`src/rtl/mips_pkg.sv`:
```
// mips_pkg: shared divider state encodings and control constants.
package mips_pkg;

    typedef enum logic [1:0] {
        DIV_FREE   = 2'b00,
        DIV_BYZERO = 2'b01,
        DIV_ON     = 2'b10,
        DIV_END    = 2'b11
    } div_state_e;

    localparam logic        DIV_RESULT_READY     = 1'b1;
    localparam logic        DIV_RESULT_NOT_READY = 1'b0;
    localparam logic        DIV_START            = 1'b1;
    localparam logic        DIV_STOP             = 1'b0;
    localparam logic [31:0] ZeroWord             = 32'h0000_0000;

endpackage

```
`src/rtl/mips_div_if.sv`:
```
// mips_div_if: EX-stage request/result bundle between the pipeline and the divider.
interface mips_div_if #(parameter int WIDTH = 32);

    logic             start_i;
    logic             signed_i;
    logic [WIDTH-1:0] opdata1_i;
    logic [WIDTH-1:0] opdata2_i;
    logic             annul_i;
    logic [WIDTH-1:0] hi_o;
    logic [WIDTH-1:0] lo_o;
    logic             ready_o;
    logic             stallreq_o;

    modport master (
        output start_i, signed_i, opdata1_i, opdata2_i, annul_i,
        input  hi_o, lo_o, ready_o, stallreq_o
    );

    modport slave (
        input  start_i, signed_i, opdata1_i, opdata2_i, annul_i,
        output hi_o, lo_o, ready_o, stallreq_o
    );

endinterface

```
`src/rtl/div_step.sv`:
```
// div_step: one combinational restoring-division iteration.
module div_step #(parameter int WIDTH = 32) (
    input  logic [WIDTH-1:0] rem_i,
    input  logic             bit_i,
    input  logic [WIDTH-1:0] divisor_i,
    output logic [WIDTH-1:0] rem_o,
    output logic             q_o
);

    // One extra bit so divisors above 2^(WIDTH-1) still compare correctly.
    logic [WIDTH:0] diff;

    assign diff  = {rem_i, bit_i} - {1'b0, divisor_i};
    assign q_o   = ~diff[WIDTH];
    assign rem_o = q_o ? diff[WIDTH-1:0] : {rem_i[WIDTH-2:0], bit_i};

endmodule

```
`src/rtl/mips_div.sv`:
```
// mips_div: multi-cycle radix-2 restoring divider for DIV/DIVU with pipeline stall and annul.
module mips_div
    import mips_pkg::*;
#(parameter int WIDTH = 32)
(
    input logic       clk,
    input logic       rst,
    mips_div_if.slave bus
);

    localparam int             CW   = $clog2(WIDTH) + 1;
    localparam logic [CW-1:0]  LAST = CW'(WIDTH - 1);

    div_state_e       state_q, state_d;
    logic [CW-1:0]    cnt_q, cnt_d;
    logic [WIDTH-1:0] dvd_q, dvd_d;
    logic [WIDTH-1:0] dvs_q, dvs_d;
    logic [WIDTH-1:0] rem_q, rem_d;
    logic [WIDTH-1:0] quo_q, quo_d;
    logic [WIDTH-1:0] hi_q, hi_d;
    logic [WIDTH-1:0] lo_q, lo_d;
    logic             qneg_q, qneg_d;
    logic             rneg_q, rneg_d;
    logic             rdy_q, rdy_d;

    logic [WIDTH-1:0] step_rem, quo_fin, op1_abs, op2_abs;
    logic             step_q;

    div_step #(.WIDTH(WIDTH)) u_step (
        .rem_i     (rem_q),
        .bit_i     (dvd_q[WIDTH-1]),
        .divisor_i (dvs_q),
        .rem_o     (step_rem),
        .q_o       (step_q)
    );

    // The negation of the most negative value wraps to itself, read back as unsigned 2^(WIDTH-1).
    assign op1_abs = (bus.signed_i & bus.opdata1_i[WIDTH-1]) ? -bus.opdata1_i : bus.opdata1_i;
    assign op2_abs = (bus.signed_i & bus.opdata2_i[WIDTH-1]) ? -bus.opdata2_i : bus.opdata2_i;
    assign quo_fin = {quo_q[WIDTH-2:0], step_q};

    always_comb begin
        state_d = state_q;
        cnt_d   = cnt_q;
        dvd_d   = dvd_q;
        dvs_d   = dvs_q;
        rem_d   = rem_q;
        quo_d   = quo_q;
        hi_d    = hi_q;
        lo_d    = lo_q;
        qneg_d  = qneg_q;
        rneg_d  = rneg_q;
        rdy_d   = rdy_q;
        case (state_q)
            DIV_FREE: if (bus.start_i == DIV_START && !bus.annul_i) begin
                dvd_d   = op1_abs;
                dvs_d   = op2_abs;
                rem_d   = '0;
                quo_d   = '0;
                cnt_d   = '0;
                qneg_d  = bus.signed_i & (bus.opdata1_i[WIDTH-1] ^ bus.opdata2_i[WIDTH-1]);
                rneg_d  = bus.signed_i & bus.opdata1_i[WIDTH-1];
                state_d = (bus.opdata2_i == '0) ? DIV_BYZERO : DIV_ON;
            end
            DIV_BYZERO: begin
                state_d = bus.annul_i ? DIV_FREE : DIV_END;
                rdy_d   = bus.annul_i ? DIV_RESULT_NOT_READY : DIV_RESULT_READY;
                hi_d    = '0;
                lo_d    = '0;
            end
            DIV_ON: if (bus.annul_i) begin
                state_d = DIV_FREE;
            end else begin
                rem_d = step_rem;
                quo_d = quo_fin;
                dvd_d = {dvd_q[WIDTH-2:0], 1'b0};
                cnt_d = cnt_q + 1'b1;
                if (cnt_q == LAST) begin
                    state_d = DIV_END;
                    hi_d    = rneg_q ? -step_rem : step_rem;
                    lo_d    = qneg_q ? -quo_fin : quo_fin;
                    rdy_d   = DIV_RESULT_READY;
                end
            end
            DIV_END: if (bus.annul_i || bus.start_i == DIV_STOP) begin
                state_d = DIV_FREE;
                rdy_d   = DIV_RESULT_NOT_READY;
                hi_d    = '0;
                lo_d    = '0;
            end
            default: state_d = DIV_FREE;
        endcase
    end

    always_ff @(posedge clk) begin
        if (rst) begin
            state_q <= DIV_FREE;
            cnt_q   <= '0;
            dvd_q   <= '0;
            dvs_q   <= '0;
            rem_q   <= '0;
            quo_q   <= '0;
            hi_q    <= '0;
            lo_q    <= '0;
            qneg_q  <= 1'b0;
            rneg_q  <= 1'b0;
            rdy_q   <= DIV_RESULT_NOT_READY;
        end else begin
            state_q <= state_d;
            cnt_q   <= cnt_d;
            dvd_q   <= dvd_d;
            dvs_q   <= dvs_d;
            rem_q   <= rem_d;
            quo_q   <= quo_d;
            hi_q    <= hi_d;
            lo_q    <= lo_d;
            qneg_q  <= qneg_d;
            rneg_q  <= rneg_d;
            rdy_q   <= rdy_d;
        end
    end

    assign bus.hi_o       = hi_q;
    assign bus.lo_o       = lo_q;
    assign bus.ready_o    = rdy_q;
    assign bus.stallreq_o = bus.start_i & ~rdy_q;

endmodule

```
`src/flat_wrapper.sv`:
```
// flat-port wrapper written by rule: the top's interface ports become plain ports
module mips_div_flat import mips_pkg::*;
#(parameter int WIDTH = 32)
  (clk, rst, bus_start_i, bus_signed_i, bus_opdata1_i, bus_opdata2_i, bus_annul_i, bus_hi_o, bus_lo_o, bus_ready_o, bus_stallreq_o);
  mips_div_if #(.WIDTH(WIDTH)) bus_i ();
  input logic clk;
  input logic rst;
  input wire logic [$bits(bus_i.start_i)-1:0] bus_start_i;
  input wire logic [$bits(bus_i.signed_i)-1:0] bus_signed_i;
  input wire logic [$bits(bus_i.opdata1_i)-1:0] bus_opdata1_i;
  input wire logic [$bits(bus_i.opdata2_i)-1:0] bus_opdata2_i;
  input wire logic [$bits(bus_i.annul_i)-1:0] bus_annul_i;
  output wire logic [$bits(bus_i.hi_o)-1:0] bus_hi_o;
  output wire logic [$bits(bus_i.lo_o)-1:0] bus_lo_o;
  output wire logic [$bits(bus_i.ready_o)-1:0] bus_ready_o;
  output wire logic [$bits(bus_i.stallreq_o)-1:0] bus_stallreq_o;
  assign bus_i.start_i = bus_start_i;
  assign bus_i.signed_i = bus_signed_i;
  assign bus_i.opdata1_i = bus_opdata1_i;
  assign bus_i.opdata2_i = bus_opdata2_i;
  assign bus_i.annul_i = bus_annul_i;
  assign bus_hi_o = bus_i.hi_o;
  assign bus_lo_o = bus_i.lo_o;
  assign bus_ready_o = bus_i.ready_o;
  assign bus_stallreq_o = bus_i.stallreq_o;
  mips_div #(.WIDTH(WIDTH)) u_core (.clk(clk), .rst(rst), .bus(bus_i));
endmodule
```
`config.mk`:
```
export PLATFORM = sky130hd
export DESIGN_NAME = mips_div_flat
export DESIGN_NICKNAME = d
export VERILOG_FILES = /design/src/rtl/mips_pkg.sv /design/src/rtl/mips_div_if.sv /design/src/rtl/div_step.sv /design/src/rtl/mips_div.sv /design/src/flat_wrapper.sv
export SDC_FILE = /design/constraint.sdc
export NUM_CORES = 1
export LEC_CHECK = 0
export ABC_AREA = 1
export ABC_CLOCK_PERIOD_IN_PS = 3800
export CAP_MARGIN = 40
export CORE_UTILIZATION = 53
export CTS_CLUSTER_DIAMETER = 80
export CTS_CLUSTER_SIZE = 25
export DETAILED_ROUTE_END_ITERATION = 8
export GPL_ROUTABILITY_DRIVEN = 1
export MAX_ROUTING_LAYER = met4
export PLACE_DENSITY = 0.83
export SYNTH_ARGS = -nofsm -noshare
export SYNTH_HDL_FRONTEND = slang
export SYNTH_SLANG_ARGS = --single-unit
```
`constraint.sdc`:
```
create_clock -name clk -period 3.8 [get_ports clk]
set_input_delay 0.76 -clock clk [delete_from_list [all_inputs] [get_ports clk]]
set_output_delay 0.76 -clock clk [all_outputs]
set_load 0.02 [all_outputs]
```
Word level (Yosys, flattened, before mapping)
Cells that the tools add are included.

$add $sub $neg: 6. Equality and inequality tests: 9. Muxes and demuxes: 35. Bitwise logic cells: 8. Reductions and logical operators: 11.

Operators with widths (count): 32-bit two-way mux (14); 32-bit one-hot mux with 3 select lines (2); 32-bit negator (4); 32-bit one-hot mux with 2 select lines (2); 31-bit one-hot mux with 2 select lines (1); 33-bit by 32-bit subtractor with 33-bit output (1); 32-bit zero test (1); 31-bit two-way mux (1); 2-bit two-way mux (6); 6-bit two-way mux (2); 6-bit one-hot mux with 2 select lines (1); 2-bit one-hot mux with 4 select lines (1); 6-bit by 1-bit adder with 6-bit output (second input constant) (1); 6-bit by 5-bit equality test with 1-bit output (second input constant) (1); 2-bit by 1-bit != test with 1-bit output (second input constant) (3); 3-bit AND reduction (2); 1-bit AND (4); 2-bit equality test (second input constant) (2); 1-bit two-way mux (4); 4-bit AND reduction (1); 3-bit by 2-bit != test with 1-bit output (second input constant) (1); 1-bit NOT (3); 1-bit one-hot mux with 3 select lines (1); 3-bit nonzero test (1); 9 further kinds (9).

Register bits: 202. Input port bits: 69. Output and inout port bits: 66. Logic and storage cells: 80.

Depth between registers and ports, before layout
Depth after elaboration: 7. Gate-level depth with buffers: 28. Depth with buffers taken out: 27.

Modules after synthesis
Synthesis repeated with hierarchy kept, for this count alone.

Cell total of the unflattened synthesis: 2385. Area, all modules: 14248.7 µm².

By module, submodules not included: mips_div (instances 1, cells each 1702, area each 11085.6 µm², seq. area each 4043.9 µm²); div_step (instances 1, cells each 683, area each 3163.0 µm², seq. area each 0.0 µm²).

Worst setup path before layout
OpenSTA, ideal clock, no wires.

Kind: reg-to-reg. From: register u_core.dvd_q[31]. To: register u_core.lo_q[26], in the netlist u_core.bus.lo_o[26]. Setup time: 0.132 ns. Arrival time: 3.754 ns. Data required time: 3.668 ns. Slack: -0.086 ns. Stages on the path, launching flop included: 29. Path buffers: 1. Clock period less this slack: 3.886 ns. Cell sequence: dfxtp_1 inv_1 ha_1 fa_1 inv_1 nand2_1 nand2_1 nand3_1 nand2_2 nand2_2 nand2_2 nand2_4 nand2_4 nand2_4 nand2_8 buf_4 ha_1 nand3_1 nor3_1 nand4_1 nor2_1 nand2_1 nor2_1 nand4_1 nor4_1 nor2_1 or2_2 nand3_1 a21oi_1.

Longest elaborated chain between the ends: 7.

Ends and longest elaborated chain: start, declared (line mips_div.sv:16) `logic [WIDTH-1:0] dvd_q, dvd_d;`; start signal, assigned (line mips_div.sv:111) `dvd_q <= dvd_d;`; 33-bit by 32-bit subtractor with 33-bit output (line div_step.sv:13) `assign diff = {rem_i, bit_i} - {1'b0, divisor_i};`; 1-bit NOT (line div_step.sv:14) `assign q_o = ~diff[WIDTH];`; 32-bit negator (line mips_div.sv:81) `lo_d = qneg_q ? -quo_fin : quo_fin;`; 32-bit two-way mux (line mips_div.sv:81); 32-bit two-way mux (line mips_div.sv:78) `if (cnt_q == LAST) begin`; 32-bit two-way mux (line mips_div.sv:71) `DIV_ON: if (bus.annul_i) begin`; 32-bit one-hot mux with 3 select lines (line mips_div.sv:54) `case (state_q)`; end signal, assigned (line mips_div.sv:116) `lo_q <= lo_d;`; end, declared (line mips_div.sv:21) `logic [WIDTH-1:0] lo_q, lo_d;`.

No other way between the ends. The select of a mux whose other input is x is not followed. A chain may end at the register's enable or synchronous reset.

Final worst setup path
Same ends and word-level chain as after synthesis.

==> run_results.csv <==
group,metric,value,unit
critical_path,path_delay_family,"simple AND/OR/NAND/NOR gates",
timing,min_period_over_period,0.980,
grt,grt_start_max_net_pins,73,
die,initial_utilization,0.543,
timing,drv_slew,0,
timing,setup_slack,75.3,ps
critical_path,path_buf_inv,2,
synthesis,synthFlopType,"dfxtp_1",
placed_design,dp_slack,-70.2,ps
pwr,ir_worst_vdd,0.631,mV
outcome,outcome,"finished clean",
cells_and_area,area_delta_synth_final,19.4,%
critical_path,worst_setup_path_start_kind,"register",
cells_and_area,final_layout_size_suffix_gt1_frac,0.0867,
critical_path,timing.critical_path.mode_cell,"nand2_4",
pwr,powerDensity,622,nW/um^2
critical_path,max_stage_delay,400,ps
clock_tree,ctsRootBufferMaster,"clkbuf_16",
synthesis,syn_avg_cell_area,6.18,sq um
synthesis,synth_edf_count,0,
synthesis,yosys_warnings,0,
critical_path,critPathSlowestCell,"fa_2",
critical_path,crit_path_end_kind,"register",
synthesis,async_reset_ff_frac,0,
job,maxCapViolations,0,
synthesis,ys_ff_latch,202,
cells_and_area,num_antenna_cells,0,
die,die_w,163,um
cells_and_area,layout.cells.non_filler,2694,
timing,setup_tns,0,ps
timing,tightest_slew,922,ps
timing,rsz0062_at_grt,"true",
synthesis,synth_cell_types,56,
drt,wl_per_cell,15.8,um
grt,antenna_found_initial,0,
cells_and_area,nNetsFinal,2467,
cells_and_area,final_area,16400,sq um
critical_path,worst-path-max-fanout,3,
placed_design,gp_congestion,0.966,
clock_tree,cts_made_buffers,15,
clock_tree,path_clk_slew,100,ps
pwr,p_leak,7.46,nW
die,die-area,26500,sq um
die,std_cell_rows,58,
drt,ant_nets,0,
synthesis,synth_fp_nets,2327,
timing,hold_violations,0,
timing,finClkSkew,25.0,ps
placed_design,place_area,15700,sq um
placed_design,io_buffers,134,
clock_tree,cts.path.max_buffers,3,
clock_tree,h-tree-depth,1,
drt,drc,0,
timing,hold-worst-slack,468,ps
die,pin_count,135,
min_path,hp-class,"register to register",
cells_and_area,n_fill_cell,2429,
timing,fmax,268,MHz
placed_design,dp_hpwl,32600,um
synthesis,postSynthCellCount,2217,
die,dieHeight,163,um
clock_tree,tritoncts,"yes",
timing,setup_viol,0,
timing,relSlewSlack,0.385,
cells_and_area,area.sequential,4050,sq um
grt,overflow,0,
placed_design,place_inst,2664,
clock_tree,ctsHoldBuffers,0,
grt,grt_pass1_wl,69200,um
grt,grt_pass1_vias,13840,
drt,drtIter0Drc,1272,
drt,drt_pass1_iterations,6,
timing,min_period,3720,ps
drt,route.vias.total,14951,
critical_path,critPathRequiredTime,4180,ps
synthesis,synth_area,13700,sq um
clock_tree,clock_latency,500,ps
cells_and_area,mostFrequentLayoutCell,"nand2_1",
grt,grtUsageTotal,0.332,
drt,vias_per_cell,5.55,
synthesis,ys_seq_area_frac,0.295,
cells_and_area,multiInputGateArea,8420,sq um
drt,routed_wl,42600,um
cells_and_area,final_cell_mix,"nand2_1 (709), inv_1 (243), a21oi_1 (221)",
die,core_region_area,25300,sq um
critical_path,critPathArrivalTime,4100,ps
critical_path,critPathKind,"register to register",
clock_tree,cts_sinks,202,
[worst paths after layout]
check / slack, ps / depth (start not counted) / start / to
max: 80 / 27 / u_core.dvd_q[31] / u_core.bus.lo_o[26]
min: 470 / 2 / u_core.bus.lo_o[10] / u_core.bus.lo_o[10]
max reg2reg: 80 / 27 / u_core.dvd_q[31] / u_core.bus.lo_o[26]
min reg2reg: 470 / 2 / u_core.bus.lo_o[10] / u_core.bus.lo_o[10]
[state kept, by name (all words and copies together) (netlist names)]
signal and flops:
u_core.bus.hi_o 32, u_core.bus.lo_o 32, u_core.bus.ready_o 1, u_core.cnt_q 6, u_core.dvd_q 32, u_core.dvs_q 32, u_core.qneg_q 1, u_core.quo_q 31
u_core.rem_q 32, u_core.rneg_q 1, u_core.state_q 2
[power breakdown]
part / switching [mW] / internal, mW / total, mW
logic: 4.01 / 1.94 / 5.95
registers: 0.130 / 2.31 / 2.44
clock network: 0.922 / 0.856 / 1.78
[metal layers]
layer	wire length [um]	GRT usage	vias to the layer above
li1	-	-	7438
met1	18500	0.426	6858
met2	20100	0.557	571
met3	2870	0.0290	84
met4	1110	0.0909	0
met5	0	-	-
[cell families after synthesis]
group | Yosys count | synth area share
AND/OR/NAND/NOR | 1171 | 0.368
buffers and inverters | 348 | 0.100
adder cells (fa/ha/maj) | 41 | 0.0380
AO/OA/AOI/OAI | 402 | 0.165
flip-flops | 202 | 0.295
XOR/XNOR | 53 | 0.0339
[cell usage after synthesis (all sizes together) (4+ instances only)]
| cell | number | share of area |
|---|---|---|
| nor4 | 8 | 0.0037 |
| nand3 | 146 | 0.056 |
| nor3 | 29 | 0.011 |
| buf | 14 | 0.0087 |
| or2 | 12 | 0.0055 |
| xnor2 | 24 | 0.015 |
| nor2 | 181 | 0.053 |
| clkbuf | 72 | 0.020 |
| dfxtp | 202 | 0.30 |
| clkinv | 4 | 0.0011 |
| ha | 40 | 0.037 |
| nand2 | 743 | 0.21 |
| nand4 | 21 | 0.0096 |
| o21bai | 7 | 0.0038 |
| a21oi | 229 | 0.086 |
| xor2 | 29 | 0.019 |
| a22oi | 14 | 0.0077 |
| nand3b | 25 | 0.014 |
| o221ai | 6 | 0.0038 |
| inv | 258 | 0.071 |
| a221oi | 6 | 0.0038 |
| o211ai | 11 | 0.0060 |
| o21ai | 96 | 0.037 |
| a21o | 5 | 0.0027 |
| a31oi | 19 | 0.0087 |
[per-stage QoR]
| stage | util | power (mW) |
|---|---|---|
| 6_report | 0.648 | 10.2 |
| 5_1_grt | 0.648 | 10.9 |
| 4_1_cts | 0.642 | 9.96 |
| 3_5_place_dp | 0.621 | 8.17 |
| 3_3_place_gp | 0.618 | 8.00 |
| 2_1_floorplan | - | 6.52 |
[worst min-delay path, stage by stage, from the launching register on]
cell and delay (ps):
dfxtp_1 320, nand2_1 60, a21oi_1 50
[area by class of cell]
class                   instances  share of cell area
clock buffers                  16              0.0232
clock inverters                 8             0.00857
inverters                     262              0.0601
multi-input cells            1667               0.515
flip-flops and latches        202               0.247
well taps                     330              0.0252
repair buffers                209               0.121
[repair_timing]
item                       CTS  global route
setup endpoints to repair    2            35
resized for setup            0            30
buffers inserted             1             5
pin swaps                    3            17
No activity file was read; power rests on OpenSTA's default activity.
==> RTL change 1, RTL diff (config.mk and constraints unchanged) <==
Make the reset (`rst`) asynchronous in one clocked block.
--- a/src/rtl/mips_div.sv
+++ b/src/rtl/mips_div.sv
@@ -94,3 +94,3 @@
 
-    always_ff @(posedge clk) begin
+    always_ff @(posedge clk or posedge rst) begin
         if (rst) begin
Check against the original RTL: differs if rst is asserted again (counterexample within 4 cycles, from zero or initial values and one cycle with rst high); with rst held inactive, the same outputs for 10 cycles.
==> RTL change 1 against the original RTL <==
- sequential cell count unchanged
- maximum frequency up 1.2%
- via count up 2.7%
- sequential share of layout area up 4.0 points
- final area up 7.5%
- total power up 5.1%
- count of clock-buffer cells in the layout unchanged
- synthesized area up 6.8%
- wire length up 9.0%
- worst setup slack better by 0.046 ns
- critical path type unchanged
- critical endpoint is now u_core.bus.lo_o[24]$_DFFE_PP0P_
- highest routed layer unchanged
==> RTL change 1: results (changes against the original RTL) <==
stage	metric	value	unit	change
run_status	status	finished clean		
synth	register area share after synthesis	0.345		+0.0502
detailed_routing	total wire length	46.4	mm	+9.0%
finish	fraction of layout cells with a size suffix above 1	0.0928		+0.00604
global_route	first-pass GRT wire length	74.6	mm	+7.7%
critical_path	critical path arrival	4.07	ns	-0.03 ns
detailed_routing	Initial DRC Count	1320		+3.8%
power	leakage power total	9.40	nW	+26%
critical_path	Crit Path Max Fanout	6		+3
detailed_routing	met2 wire length	21.6	mm	+7.3%
finish	Layout Nets	2508		+1.7%
synth	Synth cell types	51		-8.9%
power	peak supply drop	0.687	mV	+8.9%
detailed_routing	routed length per instance	16.9	um	+6.9%
synth	Async SR Flop Fraction	1.00		+1.00
power	Power Clock	1.70	mW	-4%
synth	post-synthesis compound-gate area fraction	0.135		-0.0296
global_route	vias in the first global route	14500		+4.4%
synth	ys flop type	dfrtp_1		
synth	syn nets	2347		+0.86%
synth	largest cells by area after synthesis	dfrtp_1 35%, nand2_1 20%, inv_1 7.9%		
clock_tree	CTS Buf Count	14		-1
synth	top cell type's share of synthesized area	0.345		+0.0502
sta	skew final	0.0239	ns	-0.00110 ns
placement	placed insts	2709		+1.7%
global_route	met1 Usage GRT	0.454		+0.0273
[RTL change 1: cell types whose count changed after synthesis, sizes merged, moves of 17 or more]
cell,before,now
dfrtp,0,202
dfxtp,202,0
a21oi,229,82
inv,258,314
o21ai,96,150
nand3,146,129
clkbuf,72,51
o22ai,0,59
nand2,743,807
[RTL change 1: what timing repair did]
action,in CTS,in global routing
resized for setup,3,68
endpoints found under the setup margin,5,30
buffers inserted,0,13
pin swaps,0,16
[RTL change 1: final cells by class]
class                           count  area [um^2]  share of cell area
Clock buffer                       16          379              0.0216
Clock inverter                      7          111             0.00633
Inverter                          316         1190              0.0677
Multi-Input combinational cell   1646         8370               0.476
Sequential cell                   202         5050               0.288
Tap cell                          341          427              0.0243
Timing Repair Buffer              217         2050               0.117
[RTL change 1: cell families after synthesis]
family                     count (synthesis)
AOI/OAI and AO/OA                        347
xor gates and xnor gates                  47
adders and majority gates                 42
buffers and inverters                    388
DFF                                      202
and+or+nand+nor                         1210
[RTL change 1: worst min-delay path by stage]
stage,from,end,slack [ns],cells after the start
after floorplan,u_core.dvd_q[23]$_DFFE_PP0P_,u_core.dvd_q[23]$_DFFE_PP0P_,0.45,2
after detailed placement,u_core.bus.hi_o[26]$_DFFE_PP0P_,u_core.bus.hi_o[26]$_DFFE_PP0P_,0.47,2
after CTS,u_core.bus.hi_o[29]$_DFFE_PP0P_,u_core.bus.hi_o[29]$_DFFE_PP0P_,0.49,2
final,u_core.bus.hi_o[21]$_DFFE_PP0P_,u_core.bus.hi_o[21]$_DFFE_PP0P_,0.49,2
after global placement,u_core.bus.hi_o[21]$_DFFE_PP0P_,u_core.bus.hi_o[21]$_DFFE_PP0P_,0.46,2
after global routing,u_core.bus.hi_o[23]$_DFFE_PP0P_,u_core.bus.hi_o[23]$_DFFE_PP0P_,0.50,2
==> RTL change 2, RTL diff (same flow settings) <==
Made on the original files. `WIDTH` is set to 32 in 4 places; all go to 16.
--- a/src/rtl/mips_div_if.sv
+++ b/src/rtl/mips_div_if.sv
@@ -1,3 +1,3 @@
 // mips_div_if: EX-stage request/result bundle between the pipeline and the divider.
-interface mips_div_if #(parameter int WIDTH = 32);
+interface mips_div_if #(parameter int WIDTH = 16);
 
--- a/src/rtl/div_step.sv
+++ b/src/rtl/div_step.sv
@@ -1,3 +1,3 @@
 // div_step: one combinational restoring-division iteration.
-module div_step #(parameter int WIDTH = 32) (
+module div_step #(parameter int WIDTH = 16) (
     input  logic [WIDTH-1:0] rem_i,
--- a/src/rtl/mips_div.sv
+++ b/src/rtl/mips_div.sv
@@ -3,3 +3,3 @@
     import mips_pkg::*;
-#(parameter int WIDTH = 32)
+#(parameter int WIDTH = 16)
 (
--- a/src/flat_wrapper.sv
+++ b/src/flat_wrapper.sv
@@ -2,3 +2,3 @@
 module mips_div_flat import mips_pkg::*;
-#(parameter int WIDTH = 32)
+#(parameter int WIDTH = 16)
   (clk, rst, bus_start_i, bus_signed_i, bus_opdata1_i, bus_opdata2_i, bus_annul_i, bus_hi_o, bus_lo_o, bus_ready_o, bus_stallreq_o);
Interface: changed (resized bus_hi_o, bus_lo_o, bus_opdata1_i and bus_opdata2_i); port bits go from 135 to 71. The function was not compared with the original's and may differ.
==> RTL change 2 against the original RTL <==
- worst setup slack improved by 0.36 ns
- combinational power decreased by 29%
- total power is 36% lower
- synthesized cell count down 51%
- final area decreased by 51%
- first-iteration DRC count shrank 64%
- sequential cell count down 97
- wire length down 61%
- clock power shrank 47%
- synthesized area fell by 49%
- critical path type unchanged
- critical endpoint is now u_core.bus.lo_o[14]$_SDFFE_PP0P_
- largest power group unchanged
==> RTL change 2: results (changes against the original RTL) <==
stage	metric	value	unit	change
run_status	status	finished clean		
detailed_routing	vias per inst	5.27		-5.1%
clock_tree	clock slew at reported path FFs	0.07	ns	-0.03 ns
placement	Detail Placement HPWL	12.3	mm	-62%
sta	skew final	0.00968	ns	-0.0153 ns
detailed_routing	met2 wire length	8.03	mm	-60%
global_route	met2 usage	0.442		-0.115
placement	Placer Congestion	0.904		-6.4%
critical_path	Critical Path Slowest Stage Cell	fa_1		
synth	Adder-Cell Fraction of Synth Area	0.0480		+0.00998
sta	hold slack	0.465	ns	-0.00289 ns
finish	Reg area	2100	um^2	-48%
critical_path	Crit Path Max Fanout	5		+2
global_route	M3 GR Usage	0.0389		+0.00989
finish	Multi-In Gates	789		-53%
placement	PortBufs	70		-48%
global_route	largest net degree at the start of global routing	81		+11%
finish	fill cell count	1193		-51%
clock_tree	clk buf depth	2		-1
finish	Non-Filler Instances	1306		-52%
finish	Layout Nets	1192		-52%
finish	clock buffers	11		-5
finish	fraction of layout cells with a size suffix above 1	0.0758		-0.0109
finish	non-clock inverter count	146		-44%
detailed_routing	met3 wire len	741	um	-74%
power	peak supply drop	0.401	mV	-36%
synth	Synth Area in XOR/XNOR	0.0341		+0.000207
synth	top cells by count, synth	325 x nand2_1, 139 x inv_1, 105 x dfxtp_1		
critical_path	reg-to-reg startpoint	u_core.dvd_q[15]$_SDFFE_PP0P_		
synth	Synth cell types	53		-5.4%
detailed_routing	M1 WL	7.62	mm	-59%
detailed_routing	first-pass iteration count of the detailed router	5		-1
power	combinational share of power	0.647		+0.062
critical_path	flop-to-flop setup slack	0.44	ns	+0.36 ns
power	Internal	3.10	mW	-39%
clock_tree	Clock Sinks	105		-48%
finish	Clock buf/inv share	0.0360		+0.00422
placement	placed insts	1290		-52%
sta	Slew headroom	0.420		+0.0345
power	seq pwr	1.35	mW	-45%
clock_tree	CTS Buf Count	9		-6
synth	post-synthesis compound-gate area fraction	0.156		-0.00810
clock_tree	post-CTS setup buffers	0		-1
detailed_routing	Initial DRC Count	455		-64%
finish	Multi-input gate area	4130	um^2	-51%
synth	largest cells by area after synthesis	dfxtp_1 30%, nand2_1 18%, inv_1 7.5%		
worst_hold_path	Worst Min Path Start	u_core.bus.hi_o[12]$_SDFFE_PP0P_		
clock_tree	H-tree depth	3		+2
die	n_taps	172		-48%
finish	sequential share of cell area	0.262		+0.0143
placement	Placed Area	7730	um^2	-51%
power	leakage power total	3.49	nW	-53%
power	Comb group	4.20	mW	-29%
synth	register area share after synthesis	0.303		+0.00784
global_route	GRT Resource Usage Total	0.273		-0.0595
detailed_routing	total wire length	16.8	mm	-61%
global_route	vias in the first global route	6124		-56%
finish	Non-clock buffer share	0.0940		-0.0267
global_route	first-pass GRT wire length	28.2	mm	-59%
synth	synthesized instance count	1078		-51%
## RTL change 2: cell count changes after synthesis, moves of 12 or more
cell | before | now
dfxtp_1 | 202 | 105
a21oi_1 | 225 | 97
nand3b_1 | 25 | 4
nand4_1 | 21 | 4
o21ai_0 | 87 | 34
xor2_1 | 29 | 15
nor3_1 | 28 | 16
nand2_1 | 712 | 325
ha_1 | 40 | 25
inv_1 | 246 | 139
nor2_1 | 171 | 64
nand3_1 | 141 | 81
clkbuf_1 | 72 | 31
xnor2_1 | 24 | 12
## RTL change 2: final timing paths
kind,to,cells after the start
worst max-delay path,u_core.bus.lo_o[14]$_SDFFE_PP0P_,24
worst min-delay path,u_core.bus.hi_o[12]$_SDFFE_PP0P_,2
worst max register to register,u_core.bus.lo_o[14]$_SDFFE_PP0P_,24
worst min register to register,u_core.bus.hi_o[12]$_SDFFE_PP0P_,2
